$ cat config.mk
export PLATFORM = sky130hd
export DESIGN_NAME = hazard_exc_sequencer_flat
export DESIGN_NICKNAME = d
export VERILOG_FILES = /design/src/rtl/cpu_ctrl_pkg.sv /design/src/rtl/hazard_exc_sequencer_if.sv /design/src/rtl/hazard_exc_sequencer_load_use_detect.sv /design/src/rtl/hazard_exc_sequencer.sv /design/src/flat_wrapper.sv
export SDC_FILE = /design/constraint.sdc
export NUM_CORES = 1
export LEC_CHECK = 0
export ABC_AREA = 1
export CELL_PAD_IN_SITES_DETAIL_PLACEMENT = 1
export CELL_PAD_IN_SITES_GLOBAL_PLACEMENT = 2
export CORE_MARGIN = 2
export CORE_UTILIZATION = 26
export DETAILED_ROUTE_END_ITERATION = 10
export GPL_TIMING_DRIVEN = 0
export PLACE_DENSITY = 0.83
export SLEW_MARGIN = 20
export SYNTH_ARGS = -nofsm -noshare
export SYNTH_HDL_FRONTEND = slang
export SYNTH_SLANG_ARGS = --single-unit
$ cat constraint.sdc
create_clock -name clk -period 4.2 [get_ports clk]
set_input_delay 0.42 -clock clk [delete_from_list [all_inputs] [get_ports clk]]
set_output_delay 0.42 -clock clk [all_outputs]
set_load 0.01 [all_outputs]
$ cat src/rtl/cpu_ctrl_pkg.sv
// Shared encodings between the Control decoder and the hazard/exception sequencer.
package cpu_ctrl_pkg;

  localparam logic [2:0] PCSRC_NONE = 3'd0;
  localparam logic [2:0] PCSRC_IRQ  = 3'd4;
  localparam logic [2:0] PCSRC_EXC  = 3'd5;

  typedef enum logic [1:0] {
    ST_RUN      = 2'd0,
    ST_LU_STALL = 2'd1,
    ST_HOLD     = 2'd2
  } seq_state_e;

endpackage

$ cat src/rtl/hazard_exc_sequencer_if.sv
// Pipeline-side hazard/exception bundle; master is the pipeline, slave is the sequencer.
interface hazard_exc_sequencer_if #(
  parameter int CNT_W = 16
);
  logic             id_valid;
  logic [4:0]       id_rs;
  logic [4:0]       id_rt;
  logic             id_uses_rt;
  logic             id_undef;
  logic             ex_memrd;
  logic [4:0]       ex_wr_reg;
  logic             ex_is_branch;
  logic             ex_br_taken;
  logic             mem_busy;
  logic             irq;
  logic             pc31;
  logic             pc_stall;
  logic             ifid_stall;
  logic             idex_stall;
  logic             ifid_flush;
  logic             idex_flush;
  logic             exc_take;
  logic [2:0]       pcsrc_ovr;
  logic             irq_pending;
  logic [CNT_W-1:0] stall_cnt;

  modport master (
    output id_valid, id_rs, id_rt, id_uses_rt, id_undef,
           ex_memrd, ex_wr_reg, ex_is_branch, ex_br_taken,
           mem_busy, irq, pc31,
    input  pc_stall, ifid_stall, idex_stall, ifid_flush, idex_flush,
           exc_take, pcsrc_ovr, irq_pending, stall_cnt
  );

  modport slave (
    input  id_valid, id_rs, id_rt, id_uses_rt, id_undef,
           ex_memrd, ex_wr_reg, ex_is_branch, ex_br_taken,
           mem_busy, irq, pc31,
    output pc_stall, ifid_stall, idex_stall, ifid_flush, idex_flush,
           exc_take, pcsrc_ovr, irq_pending, stall_cnt
  );
endinterface

$ cat src/rtl/hazard_exc_sequencer_load_use_detect.sv
// Load-use hazard: EX load writes a register the ID instruction reads ($zero never hazards).
module load_use_detect (
  input  logic       ex_memrd,
  input  logic [4:0] ex_wr_reg,
  input  logic [4:0] id_rs,
  input  logic [4:0] id_rt,
  input  logic       id_uses_rt,
  output logic       lu
);
  assign lu = ex_memrd && (ex_wr_reg != 5'd0) &&
              ((ex_wr_reg == id_rs) || (id_uses_rt && (ex_wr_reg == id_rt)));
endmodule

$ cat src/rtl/hazard_exc_sequencer.sv
// Stall/flush/trap sequencer for the 5-stage pipeline: load-use, memory freeze, branch flush,
// IRQ latching and exception/interrupt entry with a post-take blackout window.
module hazard_exc_sequencer
  import cpu_ctrl_pkg::*;
#(
  parameter int BLACKOUT = 2,
  parameter int CNT_W    = 16
) (
  input  logic                   clk,
  input  logic                   reset,
  hazard_exc_sequencer_if.slave  bus
);

  localparam int BW = (BLACKOUT < 2) ? 1 : $clog2(BLACKOUT + 1);

  function automatic logic [CNT_W-1:0] sat_inc(input logic [CNT_W-1:0] v);
    return (&v) ? v : v + 1'b1;
  endfunction

  seq_state_e       state, state_nxt;
  logic [BW-1:0]    blk_cnt, blk_nxt;
  logic             irq_pending, irq_pending_nxt;
  logic [CNT_W-1:0] stall_cnt;
  logic             lu;

  logic pc_stall_c, ifid_stall_c, idex_stall_c, ifid_flush_c, idex_flush_c;
  logic take_exc, take_irq;

  load_use_detect u_lu (
    .ex_memrd   (bus.ex_memrd),
    .ex_wr_reg  (bus.ex_wr_reg),
    .id_rs      (bus.id_rs),
    .id_rt      (bus.id_rt),
    .id_uses_rt (bus.id_uses_rt),
    .lu         (lu)
  );

  always_comb begin
    pc_stall_c   = 1'b0;
    ifid_stall_c = 1'b0;
    idex_stall_c = 1'b0;
    ifid_flush_c = 1'b0;
    idex_flush_c = 1'b0;
    take_exc     = 1'b0;
    take_irq     = 1'b0;
    state_nxt    = state;
    blk_nxt      = blk_cnt;

    if (bus.mem_busy) begin
      pc_stall_c   = 1'b1;
      ifid_stall_c = 1'b1;
      idex_stall_c = 1'b1;
    end else begin
      case (state)
        ST_HOLD: begin
          if (blk_cnt != '0) blk_nxt = blk_cnt - 1'b1;
          if (blk_cnt <= BW'(1)) state_nxt = ST_RUN;
        end
        ST_LU_STALL: state_nxt = ST_RUN;
        default: ;
      endcase

      if (bus.ex_br_taken) begin
        ifid_flush_c = 1'b1;
        idex_flush_c = 1'b1;
      end else if (bus.id_valid && bus.id_undef && !bus.pc31 && state != ST_HOLD) begin
        take_exc     = 1'b1;
        ifid_flush_c = 1'b1;
        idex_flush_c = 1'b1;
      end else if (lu) begin
        pc_stall_c   = 1'b1;
        ifid_stall_c = 1'b1;
        idex_flush_c = 1'b1;
        // A load-use bubble inside the blackout must not cut the blackout short.
        if (state != ST_HOLD) state_nxt = ST_LU_STALL;
      end else if (irq_pending && !bus.pc31 && bus.id_valid && !bus.ex_is_branch &&
                   state == ST_RUN) begin
        take_irq     = 1'b1;
        ifid_flush_c = 1'b1;
        idex_flush_c = 1'b1;
      end

      if (take_exc || take_irq) begin
        state_nxt = ST_HOLD;
        blk_nxt   = BW'(BLACKOUT);
      end
    end
  end

  // Kernel-mode requests are dropped, not latched; the take edge clears the latch.
  assign irq_pending_nxt = take_irq ? 1'b0 : (irq_pending || (bus.irq && !bus.pc31));

  always_ff @(posedge clk or posedge reset) begin
    if (reset) begin
      state       <= ST_RUN;
      blk_cnt     <= '0;
      irq_pending <= 1'b0;
      stall_cnt   <= '0;
    end else begin
      state       <= state_nxt;
      blk_cnt     <= blk_nxt;
      irq_pending <= irq_pending_nxt;
      if (pc_stall_c) stall_cnt <= sat_inc(stall_cnt);
    end
  end

  // Outputs are forced quiet while reset is held, independent of the inputs.
  assign bus.pc_stall    = pc_stall_c   && !reset;
  assign bus.ifid_stall  = ifid_stall_c && !reset;
  assign bus.idex_stall  = idex_stall_c && !reset;
  assign bus.ifid_flush  = ifid_flush_c && !reset;
  assign bus.idex_flush  = idex_flush_c && !reset;
  assign bus.exc_take    = (take_exc || take_irq) && !reset;
  assign bus.pcsrc_ovr   = reset    ? PCSRC_NONE :
                           take_exc ? PCSRC_EXC  :
                           take_irq ? PCSRC_IRQ  : PCSRC_NONE;
  assign bus.irq_pending = irq_pending;
  assign bus.stall_cnt   = stall_cnt;

endmodule

$ cat src/flat_wrapper.sv
// flat-port wrapper written by rule: the top's interface ports become plain ports
module hazard_exc_sequencer_flat import cpu_ctrl_pkg::*;
#(
  parameter int BLACKOUT = 2,
  parameter int CNT_W    = 16
)
  (clk, reset, bus_id_valid, bus_id_rs, bus_id_rt, bus_id_uses_rt, bus_id_undef, bus_ex_memrd, bus_ex_wr_reg, bus_ex_is_branch, bus_ex_br_taken, bus_mem_busy, bus_irq, bus_pc31, bus_pc_stall, bus_ifid_stall, bus_idex_stall, bus_ifid_flush, bus_idex_flush, bus_exc_take, bus_pcsrc_ovr, bus_irq_pending, bus_stall_cnt);
  hazard_exc_sequencer_if #(.CNT_W(CNT_W)) bus_i ();
  input  logic clk;
  input  logic reset;
  input wire logic [$bits(bus_i.id_valid)-1:0] bus_id_valid;
  input wire logic [$bits(bus_i.id_rs)-1:0] bus_id_rs;
  input wire logic [$bits(bus_i.id_rt)-1:0] bus_id_rt;
  input wire logic [$bits(bus_i.id_uses_rt)-1:0] bus_id_uses_rt;
  input wire logic [$bits(bus_i.id_undef)-1:0] bus_id_undef;
  input wire logic [$bits(bus_i.ex_memrd)-1:0] bus_ex_memrd;
  input wire logic [$bits(bus_i.ex_wr_reg)-1:0] bus_ex_wr_reg;
  input wire logic [$bits(bus_i.ex_is_branch)-1:0] bus_ex_is_branch;
  input wire logic [$bits(bus_i.ex_br_taken)-1:0] bus_ex_br_taken;
  input wire logic [$bits(bus_i.mem_busy)-1:0] bus_mem_busy;
  input wire logic [$bits(bus_i.irq)-1:0] bus_irq;
  input wire logic [$bits(bus_i.pc31)-1:0] bus_pc31;
  output wire logic [$bits(bus_i.pc_stall)-1:0] bus_pc_stall;
  output wire logic [$bits(bus_i.ifid_stall)-1:0] bus_ifid_stall;
  output wire logic [$bits(bus_i.idex_stall)-1:0] bus_idex_stall;
  output wire logic [$bits(bus_i.ifid_flush)-1:0] bus_ifid_flush;
  output wire logic [$bits(bus_i.idex_flush)-1:0] bus_idex_flush;
  output wire logic [$bits(bus_i.exc_take)-1:0] bus_exc_take;
  output wire logic [$bits(bus_i.pcsrc_ovr)-1:0] bus_pcsrc_ovr;
  output wire logic [$bits(bus_i.irq_pending)-1:0] bus_irq_pending;
  output wire logic [$bits(bus_i.stall_cnt)-1:0] bus_stall_cnt;
  assign bus_i.id_valid = bus_id_valid;
  assign bus_i.id_rs = bus_id_rs;
  assign bus_i.id_rt = bus_id_rt;
  assign bus_i.id_uses_rt = bus_id_uses_rt;
  assign bus_i.id_undef = bus_id_undef;
  assign bus_i.ex_memrd = bus_ex_memrd;
  assign bus_i.ex_wr_reg = bus_ex_wr_reg;
  assign bus_i.ex_is_branch = bus_ex_is_branch;
  assign bus_i.ex_br_taken = bus_ex_br_taken;
  assign bus_i.mem_busy = bus_mem_busy;
  assign bus_i.irq = bus_irq;
  assign bus_i.pc31 = bus_pc31;
  assign bus_pc_stall = bus_i.pc_stall;
  assign bus_ifid_stall = bus_i.ifid_stall;
  assign bus_idex_stall = bus_i.idex_stall;
  assign bus_ifid_flush = bus_i.ifid_flush;
  assign bus_idex_flush = bus_i.idex_flush;
  assign bus_exc_take = bus_i.exc_take;
  assign bus_pcsrc_ovr = bus_i.pcsrc_ovr;
  assign bus_irq_pending = bus_i.irq_pending;
  assign bus_stall_cnt = bus_i.stall_cnt;
  hazard_exc_sequencer #(.BLACKOUT(BLACKOUT), .CNT_W(CNT_W)) u_core (.clk(clk), .reset(reset), .bus(bus_i));
endmodule
==> flow_summary.toml <==
[synth]
syn_inst = 255
synthesis.area_sq_um = 1700
async_reset_ff_frac = 1.00
ys.warnings.count = 0
synth.ff_latch_count = 21
synth_top_area_frac = 0.308
yosys.area.top_type = "dfrtp_1"
avgSynthCellArea_sq_um = 6.68
synth-edff-count = 0
synth_seq_area_share = 0.308
syn-num-nets = 287
synthTopCellsByArea = "dfrtp_1 (31%), nand2_1 (17%), nand3_1 (8.8%)"
synth-main-ff-cell = "dfrtp_1"
yosysUniqueCellTypes = 25

[die]
die_w_um = 85.0
rows = 29
die-area_sq_um = 7220
die_h_um = 85.0
coreArea_sq_um = 6350
pin_count = 52
initial_core_util = 0.268

[timing]
clock.fmax_mhz = 296
finClkSkew_ns = 0.00260
setup-tns-final_ns = 0
tightest_slew_ns = 0.828
slew_headroom = 0.447
post-route-period-util = 0.805
finalSetupViolations = 0
min_period_ns = 3.38
slew_violations = 0
finalHoldViolations = 0
grt_setup_unrepaired = "false"

[critical_path]
critPathLaunchType = "flip-flop"
crit_required_ns = 3.78
crit_buf_inv = 8
path_class = "reg2out"
cpMostUsedCell = "inv_1"
arrival_ns = 2.96
path_delay_family = "buffers and inverters"
max_stage_delay_ns = 0.52
cp_max_fo = 10
end_kind = "primary output"
critPathSlowestCell = "clkdlybuf4s50_1"
path_cells = "inv_1, ha_1, inv_1, nand3_1, inv_1, nor2_2, inv_1, o21ai_4, buf_6, inv_1, nor2_1, buf_4, clkdlybuf4s50_1"

[power_and_ir_drop]
powerDensity_nw_per_um2 = 288
combPwrFrac = 0.374
p_seq_frac = 0.420
switching_power_uw = 248
clock_power_share = 0.206
p_int_uw = 427
total_power_uw = 675
leakagePower_nw = 1.16
peakVddDrop_mv = 0.142
swShare = 0.367

[place]
dpl.hpwl_um = 4000
globalplace.congestion = 0.810
port_buffers = 50

[detailed_routing]
drtAntennaViolNets = 0
dr.pass1.iters = 4
viasPerCell = 4.53
wl_per_cell_um = 12.9
vias = 1749
remaining_drc_errors = 0
drt_iter0_drc = 55
wirelength_um = 4990

[clock_network]
htreeDepth = 1
cts_tree = "yes"
postCtsHoldBufs = 0
cts_buffers = 3
clk_pin_slew_ns = 0.08
clkLatencyLatePin_ns = 0.26
cts_sinks = 21
clockRootBuffer = "clkbuf_8"
post-cts-setup-buffers = 0
cts_resized = 0
clock_path_buffers = 2

[grt]
antenna_found_initial = 0
grt_use_total = 0.141
first_global_vias = 1818
grt_pass1_wl_um = 8490
grt_overflow = 0
grt_max_degree = 22

[final_layout]
layout_common_cells = "nand2_1 (79), clkdlybuf4s50_1 (50), inv_1 (36), nand3_1 (30)"
final_common_cell = "nand2_1"
fill_cells = 800
layout-drive-gt1-share = 0.0744
area_growth_pct = 37.7
diodes = 0
layout.nets = 342

[run]
cap_violations = 0

[worst_hold_path]
hold_path.class = "reg2reg"

[outcome]
status = "complete, no violations"
## flip-flops by register name (all words and copies together), names as in the netlist
signal / count
u_core.bus.irq_pending: 1
u_core.blk_cnt: 2
u_core.state: 2
u_core.bus.stall_cnt: 16
## cell families after synthesis
kind of cell               Yosys count  share of synthesized area
buffers and inverters               46                      0.119
DFF                                 21                      0.308
and+or+nand+nor                    155                      0.410
AOI/OAI and AO/OA                   11                     0.0397
adders and majority gates            6                     0.0441
other                                1                    0.00220
xor gates and xnor gates            15                     0.0771
## area by class of cell
class                           count  area (sq um)  share of cell area
Tap cell                           77          96.3              0.0410
Sequential cell                    21           526               0.224
Multi-Input combinational cell    188           976               0.416
Clock inverter                      1          5.00             0.00213
Timing Repair Buffer               50           500               0.213
Clock buffer                        3          41.3              0.0176
Inverter                           40           150              0.0640
Buffer                              6          52.6              0.0224
## per-layer routing
metal  GRT usage  wire length [um]  up-vias
met5           0                 0        -
met4      0.0130                22        0
met3      0.0204               133        2
met2       0.245              2380       23
met1       0.192              2460      820
li1            -                 -      904
## cell usage after synthesis, types with 2 or more instances
| master | instances |
|---|---|
| dfrtp_1 | 21 |
| nand3b_1 | 3 |
| nor2_1 | 21 |
| buf_6 | 2 |
| inv_1 | 36 |
| xnor2_1 | 4 |
| o21ai_0 | 4 |
| nand2_1 | 79 |
| nand4_1 | 6 |
| ha_1 | 6 |
| nand3_1 | 30 |
| nor3_1 | 7 |
| buf_4 | 4 |
| a21oi_1 | 5 |
| xor2_1 | 11 |
| nand2_4 | 2 |
| inv_2 | 4 |
| nand2_2 | 3 |
## worst reg2reg max path: cells and delay by family (launching register included)
kind / cells / cell delay [ns]
buf+inv: 5 / 0.58
compound gates: 1 / 0.35
simple gates: 5 / 0.57
flops: 1 / 0.42
fa+ha+maj: 1 / 0.18
## power by group through the flow
stage               registers [mW]  clock network (mW)  logic, mW
floorplan                    0.286                   0      0.141
global placement             0.286                   0      0.250
detailed placement           0.287                   0      0.258
CTS                          0.283               0.144      0.259
global route                 0.292               0.152      0.292
finish                       0.283               0.139      0.253
## metrics by stage
stage,worst slack [ns],std cells,hold slack [ns],util,cell area (sq um)
after CTS,0.794,386,0.516,0.370,2350
after global placement,0.870,382,0.490,0.362,2300
after global routing,0.598,386,0.550,0.370,2350
after floorplan,1.89,255,0.397,-,1700
after detailed placement,0.846,382,0.496,0.362,2300
final,0.820,386,0.507,0.370,2350
## worst paths after layout
| kind | from | to | slack, ns | cells past startpoint |
|---|---|---|---|---|
| hold reg to reg | u_core.blk_cnt[1] | u_core.blk_cnt[1] | 0.51 | 2 |
| max in group asynchronous | reset | u_core.bus.stall_cnt[2] | 2.94 | 2 |
| setup / recovery | u_core.state[0] | bus_pc_stall | 0.82 | 13 |
| setup reg to reg | u_core.state[0] | u_core.bus.stall_cnt[5] | 2.01 | 12 |
| hold / removal | u_core.blk_cnt[1] | u_core.blk_cnt[1] | 0.51 | 2 |
| min in group asynchronous | reset | u_core.state[0] | 0.75 | 2 |
No activity file was read; power rests on OpenSTA's default activity.
